--- src/rtl/multicycle_control_fsm.sv ---
// Multi-cycle control sequencer for an RV32I datapath: steps each instruction through
// fetch/decode/execute/memory/writeback, handshakes with memory and flags faults.
module multicycle_control_fsm #(
    parameter int CNT_W       = 32,
    parameter int MEM_TIMEOUT = 16
) (
    input  logic             clk,
    input  logic             reset,
    input  logic [6:0]       opcode,
    input  logic             zero,
    input  logic             mem_ready,
    output logic             pc_write,
    output logic             pc_src,
    output logic             ir_write,
    output logic             i_or_d,
    output logic             mem_read,
    output logic             mem_write,
    output logic             reg_write,
    output logic             mem_to_reg,
    output logic             alu_src_a,
    output logic [1:0]       alu_src_b,
    output logic [1:0]       alu_op,
    output logic [3:0]       state,
    output logic [CNT_W-1:0] instr_count,
    output logic             error
);

    typedef enum logic [3:0] {
        S_IDLE      = 4'd0,
        S_FETCH     = 4'd1,
        S_DECODE    = 4'd2,
        S_MEM_ADDR  = 4'd3,
        S_MEM_READ  = 4'd4,
        S_MEM_WB    = 4'd5,
        S_MEM_WRITE = 4'd6,
        S_EXEC_R    = 4'd7,
        S_EXEC_I    = 4'd8,
        S_ALU_WB    = 4'd9,
        S_BRANCH    = 4'd10,
        S_ERROR     = 4'd15
    } state_t;

    localparam logic [6:0] OP_LD  = 7'b0000011;
    localparam logic [6:0] OP_ST  = 7'b0100011;
    localparam logic [6:0] OP_R   = 7'b0110011;
    localparam logic [6:0] OP_I   = 7'b0010011;
    localparam logic [6:0] OP_BR  = 7'b1100011;

    localparam logic [1:0] SRC_B_RS2 = 2'b00;
    localparam logic [1:0] SRC_B_4   = 2'b01;
    localparam logic [1:0] SRC_B_IMM = 2'b10;
    localparam logic [1:0] ALU_ADD   = 2'b00;
    localparam logic [1:0] ALU_BR    = 2'b01;
    localparam logic [1:0] ALU_FUNCT = 2'b10;

    // The counter only has to reach MEM_TIMEOUT-1: the next not-ready cycle is the timeout.
    localparam int TMO_W = (MEM_TIMEOUT > 1) ? $clog2(MEM_TIMEOUT) : 1;
    localparam logic [TMO_W-1:0] TMO_LAST = TMO_W'((MEM_TIMEOUT > 0) ? MEM_TIMEOUT - 1 : 0);

    state_t             state_q, state_d;
    logic [TMO_W-1:0]   wait_cnt_q, wait_cnt_d;
    logic [CNT_W-1:0]   instr_count_q, instr_count_d;
    logic               retire;
    logic               is_wait;
    logic               timed_out;

    // NOTE: state registers use non-blocking assignments so every flop samples the
    // pre-edge values; blocking here would create order-dependent simulation races.
    always_ff @(posedge clk or posedge reset) begin
        if (reset) begin
            state_q       <= S_IDLE;
            wait_cnt_q    <= '0;
            instr_count_q <= '0;
        end else begin
            state_q       <= state_d;
            wait_cnt_q    <= wait_cnt_d;
            instr_count_q <= instr_count_d;
        end
    end

    assign is_wait   = (state_q == S_FETCH) || (state_q == S_MEM_READ) || (state_q == S_MEM_WRITE);
    assign timed_out = (MEM_TIMEOUT != 0) && !mem_ready && (wait_cnt_q == TMO_LAST);

    always_comb begin
        // NOTE: every output of this block gets a default first, so no path through the
        // case statement can leave a signal unassigned and infer a latch.
        state_d    = state_q;
        retire     = 1'b0;
        pc_write   = 1'b0;
        pc_src     = 1'b0;
        ir_write   = 1'b0;
        i_or_d     = 1'b0;
        mem_read   = 1'b0;
        mem_write  = 1'b0;
        reg_write  = 1'b0;
        mem_to_reg = 1'b0;
        alu_src_a  = 1'b0;
        alu_src_b  = SRC_B_RS2;
        alu_op     = ALU_ADD;
        error      = 1'b0;

        case (state_q)
            S_IDLE: state_d = S_FETCH;
            S_FETCH: begin
                mem_read  = 1'b1;
                alu_src_b = SRC_B_4;
                if (mem_ready) begin
                    ir_write = 1'b1;
                    pc_write = 1'b1;
                    state_d  = S_DECODE;
                end else if (timed_out) begin
                    state_d = S_ERROR;
                end
            end
            S_DECODE: begin
                alu_src_b = SRC_B_IMM;
                case (opcode)
                    OP_LD, OP_ST: state_d = S_MEM_ADDR;
                    OP_R:         state_d = S_EXEC_R;
                    OP_I:         state_d = S_EXEC_I;
                    OP_BR:        state_d = S_BRANCH;
                    default:      state_d = S_ERROR;
                endcase
            end
            S_MEM_ADDR: begin
                alu_src_a = 1'b1;
                alu_src_b = SRC_B_IMM;
                // Only ld and st can reach here, so bit 5 alone separates them.
                state_d   = opcode[5] ? S_MEM_WRITE : S_MEM_READ;
            end
            S_MEM_READ: begin
                mem_read = 1'b1;
                i_or_d   = 1'b1;
                if (mem_ready)      state_d = S_MEM_WB;
                else if (timed_out) state_d = S_ERROR;
            end
            S_MEM_WB: begin
                reg_write  = 1'b1;
                mem_to_reg = 1'b1;
                retire     = 1'b1;
                state_d    = S_FETCH;
            end
            S_MEM_WRITE: begin
                mem_write = 1'b1;
                i_or_d    = 1'b1;
                if (mem_ready) begin
                    retire  = 1'b1;
                    state_d = S_FETCH;
                end else if (timed_out) begin
                    state_d = S_ERROR;
                end
            end
            S_EXEC_R: begin
                alu_src_a = 1'b1;
                alu_op    = ALU_FUNCT;
                state_d   = S_ALU_WB;
            end
            S_EXEC_I: begin
                alu_src_a = 1'b1;
                alu_src_b = SRC_B_IMM;
                state_d   = S_ALU_WB;
            end
            S_ALU_WB: begin
                reg_write = 1'b1;
                retire    = 1'b1;
                state_d   = S_FETCH;
            end
            S_BRANCH: begin
                alu_src_a = 1'b1;
                alu_op    = ALU_BR;
                pc_src    = 1'b1;
                pc_write  = zero;
                retire    = 1'b1;
                state_d   = S_FETCH;
            end
            S_ERROR: error = 1'b1;
            default: state_d = S_ERROR;
        endcase

        // Clearing whenever the state changes guarantees a fresh count on entry.
        if (!is_wait || (state_d != state_q)) wait_cnt_d = '0;
        else if (!mem_ready)                   wait_cnt_d = wait_cnt_q + 1'b1;
        else                                   wait_cnt_d = wait_cnt_q;

        instr_count_d = retire ? instr_count_q + 1'b1 : instr_count_q;
    end

    assign state       = state_q;
    assign instr_count = instr_count_q;

endmodule

--- config.mk ---
export PLATFORM = sky130hd
export DESIGN_NAME = multicycle_control_fsm
export DESIGN_NICKNAME = d
export VERILOG_FILES = /design/src/rtl/multicycle_control_fsm.sv
export SDC_FILE = /design/constraint.sdc
export NUM_CORES = 1
export LEC_CHECK = 0
export ABC_AREA = 1
export BUFFER_PORTS_ARGS = -buffer_cell sky130_fd_sc_hd__buf_2
export CORE_MARGIN = 1
export CORE_UTILIZATION = 55
export DETAILED_ROUTE_END_ITERATION = 8
export PLACE_DENSITY = 0.92
export SLEW_MARGIN = 40
export SYNTH_ARGS = -nofsm -noshare
export SYNTH_HDL_FRONTEND = slang
export SYNTH_SLANG_ARGS = --single-unit
--- constraint.sdc ---
create_clock -name clk -period 3.6 [get_ports clk]
set_input_delay 0.54 -clock clk [delete_from_list [all_inputs] [get_ports clk]]
set_output_delay 0.54 -clock clk [all_outputs]
set_load 0.05 [all_outputs]
==> flow_metrics.tcl, run 1 <==
set metrics [dict create \
    cts_setup_buffers 0 \
    cts_buffers 5 \
    post_cts_resized 0 \
    final_nets 401 \
    cts_tree "done" \
    synth_area_leaders "dfrtp_1, nand2_1, nor2_1" \
    track_usage 0.238 \
    syn_area_per_cell_um2 7.60 \
    fin_tns_setup_ns 0 \
    drt-pass1-iter-count 5 \
    period_share 0.650 \
    syn2layout_area_growth_pct 16.3 \
    place_inst 433 \
    wl_per_cell_um 12.3 \
    grt_pass1_vias 2085 \
    synth_nets 339 \
    synth-main-ff-cell "dfrtp_1" \
    grt_max_degree 41 \
    timing.slew.headroom 0.668 \
    clk_latency_ns 0.30 \
    worstSetupPathType "reg -> out" \
    synth_common_cells "nand2_1, dfrtp_1, nor2_1, inv_1, nand3_1" \
    cts_hold_repair.buffers 0 \
    design.core.area_um2 4350 \
    globalplace.congestion 1.02 \
    io_pins 61 \
    cap_violations 0 \
    setup_viol 0 \
    tightest_slew_ns 0.498 \
    arrival_ns 1.80 \
    die_w_um 69.1 \
    cts.sinks 40 \
    hold_ws_ns 0.350 \
    drtIter0Drc 123 \
    ys_ff_latch 40 \
    n_antenna_cell 0 \
    crit_fanout 9 \
    layoutNonFillerInstCount 441 \
    num_rows 24 \
    grt_first_pass_wirelength_um 9030 \
    cp_top_family "flip-flops" \
    status "finished, final reports clean" \
    dieArea_um2 4780 \
    place_hpwl_um 4160 \
    start_util 0.569 \
    yosysWarnings 0 \
    p_leak_nw 1.53 \
    vias 2251 \
    syn_inst 326 \
    final.min_clock_period_ns 2.34 \
    synthArstFlopShare 1.00 \
    final_max_slew_viol_count 0 \
    hold_viol_final 0 \
    max_freq_ghz 0.427 \
    critical_path_buf_inv_count 2 \
    overflow 0 \
    cp_slowest_stage_delay_ns 0.55 \
    clockRootBuffer "clkbuf_8" \
    clk_path_buf_depth 2 \
    synth-edff-count 0 \
    antenna_found_initial 0 \
    ys_seq_area_frac 0.404 \
    ir_drop_uv 328 \
    dieHeight_um 69.1 \
    grt_setup_unrepaired "no" \
    synth_top_area_frac 0.404 \
    syn_area_um2 2480 \
    path_clk_slew_ns 0.08 \
    path_cells "inv_2, nor2_2, nand2_1, o21ai_0, buf_2" \
    critPathRequiredTime_ns 3.06 \
    vias_per_cell 5.10 \
    drive_gt1_frac 0.239 \
    power.density_nw_per_um2 271 \
    post-synth-top-count-cell "nand2_1" \
    routed_wirelength_um 5430 \
    skew_ns 0.00937 \
    slowest_stage "dfrtp_1" \
    cp-start-kind "register" \
    fillers 359 \
    hold_path.class "in -> async" \
    cp-end-kind "output port" \
    yosys.area.top_type "dfrtp_1" \
    port_buffers 60 \
    ys_types 32 \
    h-tree-depth 2 \
    antenna_left 0 \
    drc_errors 0 \
]
## state kept, by name, indices dropped and copies added, names as in the netlist
register,count
instr_count,32
state,4
wait_cnt_q,4
## worst reg2reg max path: stages, from the launching register on
cell and delay (ns):
dfrtp_1 0.56, inv_4 0.09, nor2_1 0.14, nand3_1 0.14
nand3_2 0.37, nand2_2 0.16, nor2_4 0.15, nand2_4 0.09
nor2_8 0.12, nand2_1 0.07, nand2_1 0.06, nand2_1 0.06
## kinds of logic (layout without fill, tap and decap cells)
family / after synthesis / count (layout) / share of synthesized area
and+or+nand+nor: 206 / 206 / 0.380
DFF: 40 / 40 / 0.404
buffers and inverters: 39 / 102 / 0.0763
xor gates and xnor gates: 29 / 29 / 0.106
AOI/OAI and AO/OA: 10 / 10 / 0.0237
adders and majority gates: 2 / 2 / 0.0101
## path summary, 6_finish.rpt
check                               from              end  slack (ns)  cells past startpoint
min                                reset    wait_cnt_q[1]        0.35                      3
max in group asynchronous          reset  instr_count[28]        2.90                      3
min in group clk           wait_cnt_q[0]    wait_cnt_q[0]        0.46                      1
max                             state[0]         pc_write        1.26                      5
min reg2reg                wait_cnt_q[0]    wait_cnt_q[0]        0.46                      1
max reg2reg                     state[3]  instr_count[28]        1.47                     11
## final cells by class
| cell class | instances | area (um^2) | share of cell area |
|---|---|---|---|
| multi-input cells | 247 | 1290 | 0.447 |
| flip-flops and latches | 40 | 1000 | 0.348 |
| repair buffers | 61 | 308 | 0.107 |
| inverters | 33 | 126 | 0.0439 |
| clock buffers | 6 | 82.6 | 0.0287 |
| well taps | 52 | 65.1 | 0.0226 |
| clock inverters | 2 | 10.0 | 0.00348 |
## per-stage QoR
stage                util  total power [mW]  cell area (um^2)  setup slack (ns)
CTS                 0.661             0.784              2880              1.30
finish              0.661             0.780              2880              1.26
floorplan               -             0.471              2480             0.808
global placement    0.640             0.481              2790              1.61
global route        0.661             0.805              2880              1.10
detailed placement  0.640             0.482              2790              1.52
## metal layers
metal,vias to the layer above,GRT usage,share of wire
li1,1144,-,-
met3,9,0.0468,0.053
met2,64,0.394,0.47
met5,-,0,0
met1,1034,0.310,0.46
met4,0,0.0839,0.015
## report_power, final
group	switching (mW)	internal, mW	total (mW)
clock network	0.155	0.153	0.308
registers	0	0.449	0.449
logic	0.0165	0.00706	0.0236
total	0.172	0.609	0.780
## layout by cell type, fill, tap and decap left out, drive strengths merged
| cell type | synthesis | final |
|---|---|---|
| nor2 | 45 | 45 |
| nand3 | 29 | 29 |
| nor3 | 7 | 7 |
| inv | 33 | 33 |
| and3 | 1 | 1 |
| clkbuf | 1 | 6 |
| nor4 | 2 | 2 |
| nand4 | 5 | 5 |
| a21boi | 1 | 1 |
| nand2 | 114 | 114 |
| buf | 5 | 61 |
| o21ai | 4 | 4 |
| a21oi | 4 | 4 |
| ha | 2 | 2 |
| a22oi | 1 | 1 |
| clkinv | 0 | 2 |
| dfrtp | 40 | 40 |
| xnor2 | 15 | 15 |
| nand3b | 3 | 3 |
| xor2 | 14 | 14 |
Note: power is estimated with default switching activity, not from simulation.
==> inputs of run 2 (changes only) <==
--- a/config.mk
+++ b/config.mk
@@ -8,9 +8,9 @@
 export ABC_AREA = 1
 export BUFFER_PORTS_ARGS = -buffer_cell sky130_fd_sc_hd__buf_2
 export CORE_MARGIN = 1
-export CORE_UTILIZATION = 55
+export CORE_UTILIZATION = 48
 export DETAILED_ROUTE_END_ITERATION = 8
-export PLACE_DENSITY = 0.92
+export PLACE_DENSITY = 0.86
 export SLEW_MARGIN = 40
 export SYNTH_ARGS = -nofsm -noshare
 export SYNTH_HDL_FRONTEND = slang
==> constraint.sdc (replaced) <==
create_clock -name clk -period 1.95 [get_ports clk]
set_input_delay 0.2925 -clock clk [delete_from_list [all_inputs] [get_ports clk]]
set_output_delay 0.2925 -clock clk [all_outputs]
set_load 0.05 [all_outputs]
==> run 2 against run 1 <==
Sequential share of layout area decreased by 1.1 points; sequential power increased by 85%; clock power increased by 84%; global-route usage decreased by 0.96 points; worst hold slack got worse by 0.25 ns; clock-buffer cell count increased by 2; die area increased by 14%; design area increased by 3.8%; routed wire length increased by 5.2%; critical endpoint is now error; non-clock buffer count increased by 7.
==> flow_metrics.tcl, run 2 (synthesis results as in run 1) <==
set metrics [dict create \
    cp_top_family "flip-flops" \
    final_max_slew_viol_count 0 \
    ir_drop_uv 365 \
    path_depth 5 \
    largest_reg_flops 32 \
    die_w_um 73.8 \
    wl_per_cell_um 12.3 \
    clockRootBuffer "clkbuf_8" \
    arrival_ns 1.55 \
    final_nets 408 \
    setup_viol 0 \
    antenna_found_initial 0 \
    p_total_mw 1.44 \
    cap_violations 0 \
    hold_path.class "in -> async" \
    dieHeight_um 73.8 \
    tightest_slew_ns 0.488 \
    cts_tree "done" \
    design.core.area_um2 4850 \
    drtIter0Drc 133 \
    track_usage 0.228 \
    skew_ns 0.00322 \
    hold_viol_final 0 \
    design_area_um2 2990 \
    port_buffers 60 \
    final.min_clock_period_ns 1.84 \
    mostFrequentLayoutCells "nand2_1, buf_2, dfrtp_1" \
    layoutNonFillerInstCount 463 \
    vias 2325 \
    vias_per_cell 5.02 \
    period_share 0.945 \
    slowest_stage "dfrtp_2" \
    p_leak_nw 1.58 \
    cts.sinks 40 \
    critPathRequiredTime_ns 1.66 \
    grt_max_degree 41 \
    grt_first_pass_wirelength_um 9450 \
    overflow 0 \
    hold_ws_ns 0.0999 \
    worstSetupPathType "reg -> out" \
    start_util 0.511 \
    timing.slew.headroom 0.674 \
    cts_buffers 5 \
    syn2layout_area_growth_pct 20.7 \
    path_cells "nand2_1, inv_1, nand2_1, nor2_1, buf_2" \
    power.density_nw_per_um2 481 \
    io_pins 61 \
    reg2reg_depth 11 \
    cp-end-kind "output port" \
    routed_wirelength_um 5710 \
    n_antenna_cell 0 \
    cpMostUsedCell "nand2_1" \
    dieArea_um2 5450 \
    drive_gt1_frac 0.275 \
    cp_slowest_stage_delay_ns 0.48 \
    drt-pass1-iter-count 5 \
    cp-start-kind "register" \
    clk_latency_ns 0.29 \
    num_rows 25 \
    antenna_left 0 \
    clk_path_buf_depth 2 \
    fillers 444 \
    critical_path_buf_inv_count 2 \
    place_inst 451 \
    drc_errors 0 \
    final_common_cell "nand2_1" \
    status "finished, final reports clean" \
    place_hpwl_um 4360 \
    post_dp_cell_area_um2 2850 \
    grt_pass1_vias 2067 \
    h-tree-depth 2 \
    path_clk_slew_ns 0.07 \
    globalplace.congestion 0.942 \
    crit_fanout 10 \
    max_freq_ghz 0.543 \
]
-- run 2: cell types whose count changed in the layout (fill, tap and decap cells not counted), sizes merged --
| cell | before | now |
|---|---|---|
| buf | 61 | 68 |
| clkbuf | 6 | 8 |
| clkinv | 2 | 0 |
-- run 2: report_power, final --
part	switching, mW	internal (mW)
Clock	0.278	0.289
Sequential	0	0.829
Combinational	0.0304	0.0130
-- run 2: metal layers --
layer  up-vias  routed length, um  global-route usage
li1       1152                  -                   -
met1      1078               2500               0.313
met2        79               2730               0.345
met3        16                372              0.0604
met4         0                111              0.0833
met5         -                  0                   0
-- run 2: per-stage QoR --
| step | TNS [ns] | utilization | setup slack, ns |
|---|---|---|---|
| floorplan | -0.148 | - | -0.0615 |
| global placement | 0 | 0.588 | 0.143 |
| detailed placement | 0 | 0.588 | 0.108 |
| CTS | 0 | 0.607 | 0.0550 |
| global route | -0.0131 | 0.617 | -0.00813 |
| finish | 0 | 0.617 | 0.108 |
-- run 2: layout make-up --
cell class | count | area, um^2 | area share
clock buffer | 8 | 90.1 | 0.0301
inverter | 33 | 129 | 0.0431
timing repair buffer | 68 | 367 | 0.123
sequential | 40 | 1010 | 0.336
tap | 67 | 83.8 | 0.0280
multi-input combinational | 247 | 1320 | 0.440
-- run 2: worst min-delay path: cells and delay by family --
kind	cells	cell delay, ns
buf+inv	3	0.54
-- run 2: timing repair --
action / in CTS / in global routing
pin swaps: 0 / 1
gates resized for setup: 1 / 4
endpoints found under the setup margin: 1 / 10
buffers inserted: 0 / 4
hold buffers: 0 / 0
-- run 2: final timing paths --
check,startpoint,slack (ns),to
worst min-delay path,reset,0.1,instr_count[13]
worst min register to register,wait_cnt_q[0],0.47,wait_cnt_q[0]
worst max register to register,state[1],0.16,wait_cnt_q[0]
worst max-delay path,state[1],0.11,error
max in group asynchronous,reset,1.48,state[3]
min in group clk,mem_ready,0.40,state[3]
==> inputs of run 3 (changes only) <==
--- a/config.mk
+++ b/config.mk
@@ -7,10 +7,12 @@
 export LEC_CHECK = 0
 export ABC_AREA = 1
 export BUFFER_PORTS_ARGS = -buffer_cell sky130_fd_sc_hd__buf_2
+export CELL_PAD_IN_SITES_DETAIL_PLACEMENT = 0
+export CELL_PAD_IN_SITES_GLOBAL_PLACEMENT = 1
 export CORE_MARGIN = 1
-export CORE_UTILIZATION = 48
+export CORE_UTILIZATION = 35
 export DETAILED_ROUTE_END_ITERATION = 8
-export PLACE_DENSITY = 0.86
+export PLACE_DENSITY_LB_ADDON = 0.05
 export SLEW_MARGIN = 40
 export SYNTH_ARGS = -nofsm -noshare
 export SYNTH_HDL_FRONTEND = slang
==> run 3 against run 2 <==
Clock power increased by 19%; sequential power is essentially flat; design area grew 1.7%; global-route usage fell by 6.0 points.
==> flow_metrics.tcl, run 3 (synthesis results as in run 1) <==
set metrics [dict create \
    status "finished, final reports clean" \
    path_cells "inv_4, nor2_1, nand3_1, inv_1, nand2_1, o21ai_2, buf_6" \
    n_antenna_cell 0 \
    dieHeight_um 86.1 \
    vias 2230 \
    p_leak_nw 1.58 \
    antenna_found_initial 0 \
    layoutNonFillerInstCount 490 \
    cp_slowest_stage_delay_ns 0.44 \
    design.core.area_um2 6830 \
    pre_cts_ws_ns 0.110 \
    grt_pass1_vias 2040 \
    tightest_slew_ns 0.509 \
    timing.slew.headroom 0.661 \
    ir_drop_uv 284 \
    final.min_clock_period_ns 1.83 \
    num_rows 30 \
    routed_wirelength_um 5900 \
    final_nets 406 \
    seqPwrFrac 0.535 \
    clockRootBuffer "clkbuf_8" \
    cts_tree "done" \
    track_usage 0.168 \
    fillers 767 \
    drive_gt1_frac 0.282 \
    largest_reg_flops 32 \
    worstSetupPathType "reg -> out" \
    drc_errors 0 \
    clk_path_buf_depth 2 \
    p_comb_frac 0.029 \
    antenna_left 0 \
    max_freq_ghz 0.547 \
    place_hpwl_um 4500 \
    setup_viol 0 \
    swShare 0.211 \
    crit_fanout 6 \
    power_switching_mw 0.326 \
    drtIter0Drc 84 \
    cp-end-kind "output port" \
    vias_per_cell 4.55 \
    start_util 0.363 \
    grt_max_degree 41 \
    wl_per_cell_um 12.0 \
    period_share 0.938 \
    p_int_mw 1.22 \
    grt_setup_unrepaired "no" \
    h-tree-depth 2 \
    dieArea_um2 7420 \
    cts.sinks 40 \
    grt_first_pass_wirelength_um 9760 \
    clkPwrFrac 0.436 \
    drt-pass1-iter-count 4 \
    syn2layout_area_growth_pct 22.7 \
    power.density_nw_per_um2 509 \
    final_max_slew_viol_count 0 \
    critPathRequiredTime_ns 1.66 \
    globalplace.congestion 0.859 \
    cp-start-kind "register" \
    postLayoutSetupSlackWorst_ns 0.121 \
    hold_path.class "in -> async" \
    skew_ns 0.0108 \
    p_total_mw 1.55 \
    overflow 0 \
    io_pins 61 \
    final_common_cell "nand2_1" \
    die_w_um 86.1 \
    mostFrequentLayoutCells "nand2_1, buf_2, dfrtp_1" \
    hold_viol_final 0 \
    cap_violations 0 \
    fin_tns_setup_ns 0 \
    clk_latency_ns 0.30 \
    path_clk_slew_ns 0.08 \
    arrival_ns 1.54 \
    place_inst 479 \
    slowest_stage "dfrtp_2" \
    cts_buffers 5 \
    port_buffers 60 \
]
[run 3: worst paths after layout]
kind	depth (start not counted)	slack [ns]	end	from
worst min register to register	1	0.47	wait_cnt_q[0]	wait_cnt_q[0]
worst max register to register	12	0.18	instr_count[30]	instr_count[0]
worst min-delay path	3	0.11	instr_count[23]	reset
worst max-delay path	7	0.12	pc_write	state[3]
min in group clk	4	0.39	state[3]	mem_ready
max in group asynchronous	3	1.46	state[0]	reset
[run 3: per-stage QoR]
stage | instance area (um^2) | hold slack (ns) | utilization
2_1_floorplan | 2500 | 0.430 | -
3_3_place_gp | 2880 | 0.448 | 0.422
3_5_place_dp | 2880 | 0.455 | 0.422
4_1_cts | 2990 | 0.130 | 0.438
5_1_grt | 3040 | 0.166 | 0.445
6_report | 3040 | 0.109 | 0.445
[run 3: power by group through the flow]
stage	combinational [mW]	clock, mW	sequential [mW]
final	0.0441	0.675	0.829
after global routing	0.0531	0.722	0.829
after CTS	0.0463	0.699	0.829
after detailed placement	0.0461	0	0.845
after global placement	0.0460	0	0.845
after floorplan	0.0243	0	0.845
[run 3: what timing repair did]
| item | in CTS | in global routing |
|---|---|---|
| setup buffers | 0 | 3 |
| gates cloned | 0 | 0 |
| resized for setup | 1 | 8 |
| hold buffers | 0 | 0 |
| setup endpoints to repair | 1 | 12 |
[run 3: critical path, delay by kind of cell (launching register included)]
family | cells | cell delay (ns)
DFF | 1 | 0.44
buffers and inverters | 3 | 0.37
and+or+nand+nor | 3 | 0.35
AOI/OAI and AO/OA | 1 | 0.07
[run 3: layout make-up]
class | instances | area (um^2) | area share
flip-flops and latches | 40 | 1010 | 0.331
repair buffers | 66 | 354 | 0.116
multi-input cells | 247 | 1320 | 0.435
inverters | 33 | 129 | 0.0424
clock buffers | 6 | 72.6 | 0.0239
well taps | 96 | 120 | 0.0395
clock inverters | 2 | 35.0 | 0.0115
[run 3: metal layers]
layer,global-route usage,share of wire,vias up
met1,0.250,0.52,1009
met4,0.0500,0.011,0
met5,0,0,-
met3,0.0356,0.052,6
met2,0.241,0.42,58
li1,-,-,1157
